<file path="src/rtl/w_burst_aligner.sv">
// w_burst_aligner: frames AXI3 W beats against an in-order queue of accepted AW bursts and regenerates wlast.
// Optional macro STRICT_ID_EN holds any W beat whose wid differs from the head awid instead of forwarding it.
module w_burst_aligner #(
  parameter int ID_W   = 4,
  parameter int DATA_W = 32,
  parameter int LEN_W  = 4,
  parameter int DEPTH  = 8
) (
  input  logic                    clk,
  input  logic                    rst,
  input  logic                    s_awvalid,
  output logic                    s_awready,
  input  logic [ID_W-1:0]         s_awid,
  input  logic [LEN_W-1:0]        s_awlen,
  output logic                    m_awvalid,
  input  logic                    m_awready,
  input  logic                    s_wvalid,
  output logic                    s_wready,
  input  logic [ID_W-1:0]         s_wid,
  input  logic [DATA_W-1:0]       s_wdata,
  input  logic [DATA_W/8-1:0]     s_wstrb,
  input  logic                    s_wlast,
  output logic                    m_wvalid,
  input  logic                    m_wready,
  output logic [ID_W-1:0]         m_wid,
  output logic [DATA_W-1:0]       m_wdata,
  output logic [DATA_W/8-1:0]     m_wstrb,
  output logic                    m_wlast,
  output logic [$clog2(DEPTH):0]  occupancy,
  output logic                    err_id,
  output logic                    err_last,
  output logic                    err_sticky
);

  localparam int PTR_W = $clog2(DEPTH);

  logic [ID_W-1:0]  id_mem  [DEPTH];
  logic [LEN_W-1:0] len_mem [DEPTH];
  logic [PTR_W:0]   wr_ptr;
  logic [PTR_W:0]   rd_ptr;
  logic [LEN_W-1:0] cnt;
  logic [ID_W-1:0]  head_id;
  logic [LEN_W-1:0] head_len;
  logic             full;
  logic             empty;
  logic             push;
  logic             pop;
  logic             w_hs;
  logic             id_match;
  logic             fwd_ok;
  logic             err_id_next;
  logic             err_last_next;

  // Pointers carry one extra wrap bit so full and empty are distinguishable.
  assign occupancy = wr_ptr - rd_ptr;
  assign empty     = (wr_ptr == rd_ptr);
  assign full      = (wr_ptr[PTR_W] != rd_ptr[PTR_W]) &&
                     (wr_ptr[PTR_W-1:0] == rd_ptr[PTR_W-1:0]);

  assign head_id  = id_mem[rd_ptr[PTR_W-1:0]];
  assign head_len = len_mem[rd_ptr[PTR_W-1:0]];
  assign id_match = (s_wid == head_id);

  assign m_awvalid = s_awvalid & ~full;
  assign s_awready = m_awready & ~full;
  assign push      = m_awvalid & m_awready;

`ifdef STRICT_ID_EN
  logic stalled;
  logic stalled_q;

  assign fwd_ok      = ~empty & id_match;
  assign stalled     = s_wvalid & ~empty & ~id_match;
  assign err_id_next = stalled & ~stalled_q;
`else
  assign fwd_ok      = ~empty;
  assign err_id_next = w_hs & ~id_match;
`endif

  assign m_wvalid = s_wvalid & fwd_ok;
  assign s_wready = m_wready & fwd_ok;
  assign w_hs     = m_wvalid & m_wready;
  assign m_wid    = s_wid;
  assign m_wdata  = s_wdata;
  assign m_wstrb  = s_wstrb;

  // Framing comes only from the counter; the upstream wlast is merely compared against it.
  assign m_wlast       = ~empty & (cnt == head_len);
  assign pop           = w_hs & m_wlast;
  assign err_last_next = w_hs & (s_wlast != m_wlast);

  always_ff @(posedge clk) begin
    if (push) begin
      id_mem[wr_ptr[PTR_W-1:0]]  <= s_awid;
      len_mem[wr_ptr[PTR_W-1:0]] <= s_awlen;
    end
  end

  always_ff @(posedge clk or posedge rst) begin
    if (rst) begin
      wr_ptr     <= '0;
      rd_ptr     <= '0;
      cnt        <= '0;
      err_id     <= 1'b0;
      err_last   <= 1'b0;
      err_sticky <= 1'b0;
    end else begin
      if (push) wr_ptr <= wr_ptr + 1'b1;
      if (pop) begin
        rd_ptr <= rd_ptr + 1'b1;
        cnt    <= '0;
      end else if (w_hs) begin
        cnt <= cnt + 1'b1;
      end
      err_id     <= err_id_next;
      err_last   <= err_last_next;
      err_sticky <= err_sticky | err_id_next | err_last_next;
    end
  end

`ifdef STRICT_ID_EN
  always_ff @(posedge clk or posedge rst) begin
    if (rst) stalled_q <= 1'b0;
    else     stalled_q <= stalled;
  end
`endif

endmodule
</file>
<file path="config.mk">
export PLATFORM = sky130hd
export DESIGN_NAME = w_burst_aligner
export DESIGN_NICKNAME = d
export VERILOG_FILES = /design/src/rtl/w_burst_aligner.sv
export SDC_FILE = /design/constraint.sdc
export NUM_CORES = 1
export LEC_CHECK = 0
export CAP_MARGIN = 20
export CORE_MARGIN = 1.5
export CORE_UTILIZATION = 47
export CTS_CLUSTER_DIAMETER = 80
export CTS_CLUSTER_SIZE = 25
export DETAILED_ROUTE_END_ITERATION = 16
export GPL_TIMING_DRIVEN = 1
export PLACE_DENSITY = 0.85
export SYNTH_ARGS = -nofsm -noshare
export SYNTH_HDL_FRONTEND = slang
export SYNTH_SLANG_ARGS = --single-unit
</file>
<file path="constraint.sdc">
create_clock -name clk -period 3.65 [get_ports clk]
set_clock_uncertainty 0.05 [all_clocks]
set_input_delay 0.5475 -clock clk [delete_from_list [all_inputs] [get_ports clk]]
set_output_delay 0.5475 -clock clk [all_outputs]
set_load 0.05 [all_outputs]
</file>
==> reports/results.ini <==
[outcome]
status=finished clean

[pwr]
power_frac_clock=0.225
switchingPower_w=0.001107
swShare=0.3637
cell_internal_pwr_w=0.001937
comb_power_share=0.383
power.leakage_nw=1.574
power_density_mw_per_mm2=725.0
power_w=0.003043
peakVddDrop_mv=0.2870
seqPwrFrac=0.392

[worst_setup_path]
reg2reg_slack_ns=0.88
crit_fanout=15
critPathLaunchType=flop
critPathTopFamily=multiplexers
crit_type=reg2out
path_cells=buf_4, mux4_2, mux2i_1, xnor2_1, a21o_4, nor2_1, buf_12
path_buf_inv=2
critPathCaptureType=primary output
cp.arrival_ns=2.88
crit_required_ns=3.05
crit_path_top_delay_cell=dfrtp_1
max_stage_delay_ns=0.66

[clock_tree]
clock_sinks=79
numCtsBuffers=9
root_buffer=clkbuf_8
cts_resized=0
cts.clk_slew.worst_paths_ns=0.08
clk_latency_ns=0.34
htree_levels=3
clk_path_buf_depth=2
postCtsSetupBuffers=0
cts_tree=done
hold_buffers=0

[route]
drc=0
wl_per_cell_microns=18.39
vias_per_cell=5.408
ant_nets=0
dr.pass1.iters=4
wl_mm=7.116
via_count=2093
drtIter0Drc=98

[sta]
rsz0062_at_grt=no
finalHoldViolCount=0
setup_tns_ns=0
layout_setup_ws_ns=0.1699
setup_viol=0
fin_crit_sh=0.9534
max_freq_mhz=287.4
min_period_ns=3.480
final-max-slew-violation-count=0
max-slew-margin-rel=0.5924
tightest_slew_ns=0.6107

[worst_hold_path]
worst_hold_path_type=reg2reg

[logic_synthesis]
synth_edf_count=64
synth.net_count=334
seq_area_frac_synth=0.6061
syn-mean-instance-area_sq_um=13.93
synth_area_leaders=edfxtp_1 (51%), dfrtp_1 (9.9%), buf_4 (8.9%)
synthArstFlopShare=0.1899
netlist_area_sq_mm=0.003790
synth_cell_types=42
ys.flop_type=edfxtp_1
ys_ff_latch=79
yosysTopAreaCell=edfxtp_1
syn_inst=272
synth_warnings=0
synth_top_area_share=0.5071

[layout]
fin_nets=342
insertedDiodeCount=0
multiInputGateArea_sq_mm=0.001087
design_area_sq_mm=0.004198
drive_above_1_share=0.1684
final_cell_mix=edfxtp_1 (64), clkdlybuf4s50_1 (32), mux2i_1 (15), nand2_1 (15), dfrtp_1 (15)
n_fill_cell=614
seq_area_sq_mm=0.002297
mostFrequentLayoutCell=edfxtp_1
syn2layout_area_growth_pct=10.76

[die]
core_area_sq_mm=0.007767
start_util=0.4879
chipWidth_microns=92.80
die_y_microns=92.80
ioPinCount=107
num_rows=32
die-area_sq_mm=0.008611

[placed_design]
dp_worst_setup_slack_ns=0.5972
dpl-instance-area_sq_mm=0.003988
routabilityCongestion=0.8095
portBuffers=34
dp_hpwl_mm=4.916

[global_routing]
grt_pass1_wl_mm=11.03
gr-total-overflow=0
grt_usage=0.1748
grt_start_max_net_pins=16
grt_pass1_vias=2163
antenna_found_initial=0

[job]
drv_cap=0

power groups by stage:
stage | Sequential [W] | Clock, W | Combinational (W)
final | 0.00119 | 0.000685 | 0.00117
after global routing | 0.00121 | 0.000739 | 0.00125
after CTS | 0.00119 | 0.000699 | 0.00117
after detailed placement | 0.00121 | 0 | 0.00116
after global placement | 0.00121 | 0 | 0.00113
after floorplan | 0.00117 | 0 | 0.000981
routing by layer:
metal,GRT usage,up-vias,part of all wire
met3,0.03941,32,0.056
met4,0.09343,0,0.026
met5,0,-,0
met1,0.2106,1034,0.41
met2,0.2908,66,0.51
li1,-,961,-
layout make-up:
| class | count | share of cell area |
|---|---|---|
| clock buffers | 9 | 0.02951 |
| clock inverters | 7 | 0.02057 |
| inverters | 10 | 0.008942 |
| multi-input cells | 134 | 0.2590 |
| flip-flops and latches | 79 | 0.5472 |
| well taps | 102 | 0.03040 |
| repair buffers | 46 | 0.1043 |
cells by family (layout without fill, tap and decap cells):
| group | count (synthesis) | in the layout | share of synthesized area |
|---|---|---|---|
| adder cells (fa/ha/maj) | 7 | 7 | 0.02509 |
| AO/OA/AOI/OAI | 27 | 27 | 0.05084 |
| XOR/XNOR | 14 | 14 | 0.03235 |
| buffers and inverters | 59 | 72 | 0.1070 |
| multiplexers | 30 | 30 | 0.1030 |
| flip-flops | 79 | 79 | 0.6061 |
| AND/OR/NAND/NOR | 56 | 56 | 0.07560 |
worst reg2reg max path, stage by stage, from the launching register on:
cell and delay, ns:
dfrtp_1 0.66, buf_4 0.25, mux4_2 0.49, mux2i_1 0.29, xnor2_1 0.14, a21o_4 0.23
nor3_2 0.19, mux2_2 0.37
metrics by stage:
step | instances | util | hold slack [ns]
2_1_floorplan | 272 | - | 0.3990
3_3_place_gp | 371 | 0.5134 | 0.4138
3_5_place_dp | 371 | 0.5134 | 0.4326
4_1_cts | 387 | 0.5404 | 0.4474
5_1_grt | 387 | 0.5404 | 0.4597
6_report | 387 | 0.5404 | 0.4429
cell usage after synthesis, drive strengths merged, types with 2 or more instances:
library cell and count:
a21o 2, a21oi 2, a221oi 2, a22oi 3, and2 5, and3 4
buf 47, clkbuf 2, dfrtp 15, edfxtp 64, ha 6, inv 10
mux2 9, mux2i 15, mux4 6, nand2 15, nand2b 3, nand3 5
nor2 10, nor2b 3, nor3 6, o211ai 2, o21ai 8, o22ai 3
xnor2 6, xor2 8
worst paths after layout:
kind,startpoint,to,cells after the start
max,rd_ptr[1]$_DFFE_PP0N_,m_wlast,7
min,err_sticky$_DFF_PP0_,err_sticky$_DFF_PP0_,1
max reg2reg,rd_ptr[1]$_DFFE_PP0N_,rd_ptr[1]$_DFFE_PP0N_,7
min reg2reg,err_sticky$_DFF_PP0_,err_sticky$_DFF_PP0_,1
max in group asynchronous,rst,err_id$_DFF_PP0_,2
min in group asynchronous,rst,wr_ptr[0]$_DFFE_PP0P_,2
registers in the layout, indices dropped and copies added, names as in the netlist:
register	flops
cnt	4
err_id	1
err_last	1
err_sticky	1
id_mem	32
len_mem	32
rd_ptr	4
wr_ptr	4
No activity file was read; power rests on OpenSTA's default activity.
